$ cat config.mk
export PLATFORM = sky130hd
export DESIGN_NAME = key_expansion_ctrl
export DESIGN_NICKNAME = d
export VERILOG_FILES = /design/src/rtl/key_expansion_ctrl.sv
export SDC_FILE = /design/constraint.sdc
export NUM_CORES = 2
export LEC_CHECK = 0
export BUFFER_PORTS_ARGS = -buffer_cell sky130_fd_sc_hd__buf_2
export CORE_MARGIN = 4
export CORE_UTILIZATION = 28
export CTS_BUF_LIST = sky130_fd_sc_hd__clkbuf_16
export DETAILED_ROUTE_END_ITERATION = 12
export SETUP_SLACK_MARGIN = 0.05
export SLEW_MARGIN = 20
export SYNTH_ARGS = -nofsm -noshare
export SYNTH_HDL_FRONTEND = slang
export SYNTH_SLANG_ARGS = --single-unit
$ cat constraint.sdc
create_clock -name clk -period 1.9 [get_ports clk]
set_input_delay 0.38 -clock clk [delete_from_list [all_inputs] [get_ports clk]]
set_output_delay 0.38 -clock clk [all_outputs]
set_load 0.05 [all_outputs]
$ cat src/rtl/key_expansion_ctrl.sv
// key_expansion_ctrl
//   Drives one shared AES round-key generator through rounds 1..NR, one request at a time.
//   Every result goes into an (NR+1)-entry key store. Entry 0 holds the cipher key.
//   The cipher datapath reads the store through a registered read port.
//   A watchdog moves the controller to ERROR if the generator stops answering.
//
// Ports
//   clk            system clock
//   reset          asynchronous active-low reset
//   start          begin expansion of key_in (accepted only in IDLE, DONE or ERROR)
//   key_in         cipher key, captured when start is accepted
//   busy           expansion in progress
//   done           one-cycle pulse when round key NR has been stored
//   key_ready      all NR+1 keys valid (level)
//   err            generator watchdog expired (level, cleared by next accepted start)
//   rkg_valid_in   one-cycle request to the generator
//   rkg_key        previous round key presented to the generator
//   rkg_rcon       round constant word {rc, 24'h0}
//   rkg_round_key  generator result
//   rkg_valid_out  generator result valid
//   rk_rd_addr     key store read index
//   rk_rd_data     registered read data (0 for indices above NR)

module key_expansion_ctrl #(
   parameter int unsigned KEY_L   = 128,
   parameter int unsigned WORD    = 32,
   parameter int unsigned NR      = 10,
   parameter int unsigned TIMEOUT = 16
) (
   input  logic             clk,
   input  logic             reset,
   input  logic             start,
   input  logic [KEY_L-1:0] key_in,
   output logic             busy,
   output logic             done,
   output logic             key_ready,
   output logic             err,
   output logic             rkg_valid_in,
   output logic [KEY_L-1:0] rkg_key,
   output logic [WORD-1:0]  rkg_rcon,
   input  logic [KEY_L-1:0] rkg_round_key,
   input  logic             rkg_valid_out,
   input  logic [3:0]       rk_rd_addr,
   output logic [KEY_L-1:0] rk_rd_data
);

   localparam int unsigned    WdW       = $clog2(TIMEOUT + 1);
   localparam logic [3:0]     LastRound = 4'(NR);
   localparam logic [WdW-1:0] WdLast    = WdW'(TIMEOUT - 1);

   typedef enum logic [2:0] {StIdle, StIssue, StWait, StDone, StError} state_e;

   state_e           state_q, state_d;
   logic [3:0]       round_q, round_d;
   logic [7:0]       rc_q, rc_d;
   logic [KEY_L-1:0] key_q, key_d;       // current (previous-round) key
   logic [WdW-1:0]   wd_q, wd_d;
   logic             done_q, done_d;
   logic             st_we;
   logic [3:0]       st_waddr;
   logic [KEY_L-1:0] st_wdata;
   logic [KEY_L-1:0] store_q [NR+1];
   logic [KEY_L-1:0] rd_q;

   // GF(2^8) doubling: walks the AES round-constant sequence 01, 02, ... 80, 1B, 36.
   function automatic logic [7:0] xtime(input logic [7:0] b);
      return {b[6:0], 1'b0} ^ (b[7] ? 8'h1b : 8'h00);
   endfunction

   always_comb begin
      state_d  = state_q;
      round_d  = round_q;
      rc_d     = rc_q;
      key_d    = key_q;
      wd_d     = wd_q;
      done_d   = 1'b0;
      st_we    = 1'b0;
      st_waddr = round_q;
      st_wdata = rkg_round_key;
      case (state_q)
         StIdle, StDone, StError: begin
            if (start) begin
               state_d  = StIssue;
               round_d  = 4'd1;
               rc_d     = 8'h01;
               key_d    = key_in;
               st_we    = 1'b1;
               st_waddr = 4'd0;
               st_wdata = key_in;
            end
         end
         StIssue: begin
            state_d = StWait;
            wd_d    = '0;
         end
         StWait: begin
            if (rkg_valid_out) begin
               st_we = 1'b1;
               key_d = rkg_round_key;
               if (round_q == LastRound) begin
                  state_d = StDone;
                  done_d  = 1'b1;
               end else begin
                  state_d = StIssue;
                  round_d = round_q + 4'd1;
                  rc_d    = xtime(rc_q);
               end
            end else if (wd_q == WdLast) begin
               state_d = StError;
            end else begin
               wd_d = wd_q + 1'b1;
            end
         end
         default: state_d = StIdle;
      endcase
   end

   always_ff @(posedge clk or negedge reset) begin
      if (!reset) begin
         state_q <= StIdle;
         round_q <= '0;
         rc_q    <= '0;
         key_q   <= '0;
         wd_q    <= '0;
         done_q  <= 1'b0;
      end else begin
         state_q <= state_d;
         round_q <= round_d;
         rc_q    <= rc_d;
         key_q   <= key_d;
         wd_q    <= wd_d;
         done_q  <= done_d;
      end
   end

   // A read in the same cycle as a write to the same index returns the old entry.
   always_ff @(posedge clk or negedge reset) begin
      if (!reset) begin
         store_q <= '{default: '0};
         rd_q    <= '0;
      end else begin
         if (st_we) begin
            store_q[st_waddr] <= st_wdata;
         end
         rd_q <= (rk_rd_addr <= LastRound) ? store_q[rk_rd_addr] : '0;
      end
   end

   assign busy         = (state_q == StIssue) || (state_q == StWait);
   assign key_ready    = (state_q == StDone);
   assign err          = (state_q == StError);
   assign rkg_valid_in = (state_q == StIssue);
   assign done         = done_q;
   assign rkg_key      = key_q;
   assign rkg_rcon     = {rc_q, {(WORD - 8){1'b0}}};
   assign rk_rd_data   = rd_q;

endmodule

==> results list <==
- Avg Synthesized Cell Area: 12.1 um2
* Largest fanout of any net on the critical path: 9
* Antenna violations before repair: 11
- Met2 track demand over resource in global routing: 30.7%
* Maximum count of clock buffers along a single path: 3
- At the worst endpoint, the arrival time is 2.17 ns.
- Via-per-instance ratio: 5.34
* Sum of overflow across all layers after global routing: 0
- Min cycle time layout: 2.55 ns
* Multi-input gate area: 31600 um2
* Horizontal die dimension: 519 um
* Count of flip-flops with a built-in enable after synthesis: 0
- Number of clock sinks seen by CTS: 1685
* Top Family by Delay on Critical Path: buffers and inverters
- The net count of the finished layout is 7713.
- Final Skew: 0.0896 ns
* Flip-flop and latch area: 42200 um2
- Final Hold Viols: 0
- Commonest cells in the synthesized netlist: sky130_fd_sc_hd__dfrtp_1 (1685), sky130_fd_sc_hd__nand2_1 (781), sky130_fd_sc_hd__o21ai_0 (647)
- Rel. slew slack: 45.6%
- Synthesis produced a netlist whose cell count is 6055.
- Detailed Route WL: 292 mm
- 557 I/O pins were placed.
- Once layout is complete, the cells apart from fillers number 11.0k.
- Max Slew Vio Count: 0
- The worst setup path is captured at an output port.
- Largest net degree at the start of global routing: 84
- Final worst-path cycle share: 134%
- Placed wire-length estimate: 171 mm
- Vias: 58.7k
* Post-synthesis cell type with the largest combined area: sky130_fd_sc_hd__dfrtp_1
- After synthesis, the largest area contributor takes up 57.8% of total cell area.
- The count of buffers added on input and output ports is 532.
* DIE AREA: 269000 um2
- The die is 519 um tall.
* Static Leakage: 46.4 nW
* CP required: 1.52 ns
* Pwr dens: 1440 nW/um2
- Cells along the critical path: buf_4 -> or3b_4 -> inv_2 -> buf_12 -> buf_12
- The most numerous cell type found on the critical path is sky130_fd_sc_hd__buf_12.
- Netlist Area Pre-Place: 73000 um2
* Insertion delay of the later-clocked pin in the worst-skew pair: 0.90 ns
- Fin Setup TNS: -383.66 ns
* Maximum single-stage delay on the critical path: 0.41 ns
- Counting flops with an async set or reset pin after synthesis yields a share of 100%.
- After detailed routing, the number of remaining DRC violations is 0.
- Row generation in the floorplan step produced 187 rows.
* Layout cells sized above 1: 40.7%
* Highest achievable clock rate: 393 MHz
- Clock edge transition at the registers on the reported setup and hold paths: 0.06 ns
* Most frequently used flop master after synthesis: sky130_fd_sc_hd__dfrtp_1
- After floorplanning, the core was sized to cover 259000 um2.
- Crit path setup slack, layout: -0.646 ns
- In the final routed layout, each cell accounts on average for 26.6 um.
- Critical Path Start Type: flip-flop
- The share of the Yosys chip area taken by registers is 57.8%.
- The via count of the first global-routing pass was 58.5k.
- The final reports fail on negative setup slack.
- For this run, global-route usage on met1 was measured as 25.9%.
- Crit path kind: reg -> out
* Fraction of met3 tracks used by global routing: 3.94%
- H-Tree Depth: 4
- Slew at the pin closest to its max-slew limit: 0.816 ns
- Setup repair after global routing could not meet its margin everywhere.
- Hold timing on the final database bottoms out at a slack of 0.114 ns.
- Result of the run: finished with violations
- sky130_fd_sc_hd__dfrtp_1 is the most common cell in the netlist.
- Placed cell count: 10.1k
- Clock tree synthesis inserted a total of 184 buffers.
- Fillers: 23.8k
- In this run the most used layer during global routing was met2.
- Count of endpoints failing setup in the final report: 1662
* Starting Density: 28.1%
- The first global-routing pass estimated 395 mm of wire.
* Worst-path cell with the longest stage delay: sky130_fd_sc_hd__or3b_4
* Cell types occupying the most area after synthesis: sky130_fd_sc_hd__dfrtp_1 (58%), sky130_fd_sc_hd__mux4_2 (7.9%), sky130_fd_sc_hd__mux2_2 (7.5%)
* Count of max-cap constraint violations: 0
- The critical path contains buffers and inverters numbering 4 combined.
- After the first detailed-routing iteration, the DRC count stood at 5489.
- The worst-case IR drop observed on VDD is 0.00123 V.
- In the global route stage, overall resource usage came out at 19.3%.
- The congestion estimate from routability-driven global placement came to 0.842.
- DR pass1 iterations: 5
- In this run the remaining antenna-violating nets after routing total 0.
* Area growth from synthesis to layout: 41.2%
* Yosys synthesis warning count: 0
- In this run the worst hold path is classified as in -> async.
* CTS tree: built
* Yosys cell types: 57
* CTS root buffer: sky130_fd_sc_hd__clkbuf_16
- Register bit total from synthesis: 1685
metal layers:
layer / share of wire [%] / vias to the layer above
met3: 8.1 / 482
met4: 4.4 / 0
met5: 0 / -
li1: - / 24800
met1: 41 / 30500
met2: 47 / 2823
per-stage QoR:
stage / power, mW / setup slack [ns] / util [%] / area (um2)
global route: 154 / -0.714 / 39.7 / 103000
CTS: 141 / -0.754 / 37.3 / 96800
floorplan: 83.1 / -0.0238 / - / 73100
global placement: 99.5 / -0.428 / 32.6 / 84600
detailed placement: 101 / -0.402 / 32.6 / 84600
finish: 148 / -0.646 / 39.7 / 103000
worst register-to-register path: stages (launching register included):
cell,delay (ns)
sky130_fd_sc_hd__dfrtp_2,0.42
sky130_fd_sc_hd__buf_6,0.12
sky130_fd_sc_hd__buf_6,0.12
sky130_fd_sc_hd__and4b_2,0.26
sky130_fd_sc_hd__or3b_4,0.45
sky130_fd_sc_hd__buf_12,0.17
sky130_fd_sc_hd__buf_6,0.16
sky130_fd_sc_hd__buf_16,0.17
sky130_fd_sc_hd__buf_12,0.16
sky130_fd_sc_hd__o22ai_4,0.11
sky130_fd_sc_hd__o2bb2a_4,0.17
flip-flops by register name (all words and copies together) (netlist names):
| register | flops |
|---|---|
| rkg_key | 128 |
| rk_rd_data | 128 |
| wd_q | 5 |
| rc_q | 8 |
| done | 1 |
| store_q | 1408 |
| round_q | 4 |
| state_q | 3 |
final cells by class:
type                    instances  share of cell area, %
diodes                          3                0.00728
clock buffers                 185                   4.49
clock inverters               146                   1.21
inverters                       4                 0.0146
repair buffers               1722                   18.6
well taps                    3402                   4.13
flip-flops and latches       1685                   40.9
multi-input cells            3848                   30.6
cells in the final DEF (no fill, tap or decap), types with 44 or more instances in the layout:
cell and count:
sky130_fd_sc_hd__nand2_1 655, sky130_fd_sc_hd__o32a_1 127, sky130_fd_sc_hd__nor2_1 399, sky130_fd_sc_hd__nor2_4 116, sky130_fd_sc_hd__o21ai_1 162, sky130_fd_sc_hd__a2bb2oi_2 102, sky130_fd_sc_hd__clkbuf_16 260, sky130_fd_sc_hd__buf_4 398
sky130_fd_sc_hd__buf_2 498, sky130_fd_sc_hd__a22oi_1 128, sky130_fd_sc_hd__a21oi_1 231, sky130_fd_sc_hd__mux2i_1 128, sky130_fd_sc_hd__buf_8 62, sky130_fd_sc_hd__o21ai_2 122, sky130_fd_sc_hd__a31oi_1 128, sky130_fd_sc_hd__buf_16 85
sky130_fd_sc_hd__buf_6 116, sky130_fd_sc_hd__mux4_2 256, sky130_fd_sc_hd__o21ai_0 361, sky130_fd_sc_hd__o22ai_1 63, sky130_fd_sc_hd__mux2_2 480, sky130_fd_sc_hd__nand2_2 68, sky130_fd_sc_hd__dlygate4sd3_1 259, sky130_fd_sc_hd__buf_12 226
sky130_fd_sc_hd__o22ai_4 44, sky130_fd_sc_hd__nand2_4 58, sky130_fd_sc_hd__dfrtp_1 1666
what timing repair did:
item                                     CTS  global route
pin swaps                                 69           291
hold buffers                             259             0
endpoints found under the setup margin  1689          1822
gates resized for setup                  459          1061
endpoints found under the hold margin   2536             0
setup buffers                             78           109
gates cloned                              51            94
path summary, 6_finish.rpt:
check	from	slack, ns	cells after the start	to
setup / recovery	state_q[0]	-0.65	5	rkg_valid_in
hold / removal	reset	0.11	2	store_q[349]
setup reg to reg	state_q[1]	-0.51	10	store_q[1406]
hold reg to reg	store_q[515]	0.48	2	store_q[515]
max in group asynchronous	reset	0.79	5	store_q[68]
min in group clk	start	0.14	4	state_q[0]
cell families after synthesis:
group,count (synthesis),synth area share (%)
adders and majority gates,4,0.0686
xor gates and xnor gates,5,0.0600
DFF,1685,57.8
and+or+nand+nor,1358,7.23
other,1,0.00514
muxes,897,17.6
AOI/OAI and AO/OA,1560,13.8
buffers and inverters,545,3.54
where the power goes:
part / switching (mW) / internal [mW]
combinational: 31.8 / 25.8
clock: 15.7 / 19.5
sequential: 7.74 / 47.5
Power figures use the tool's default switching activity.
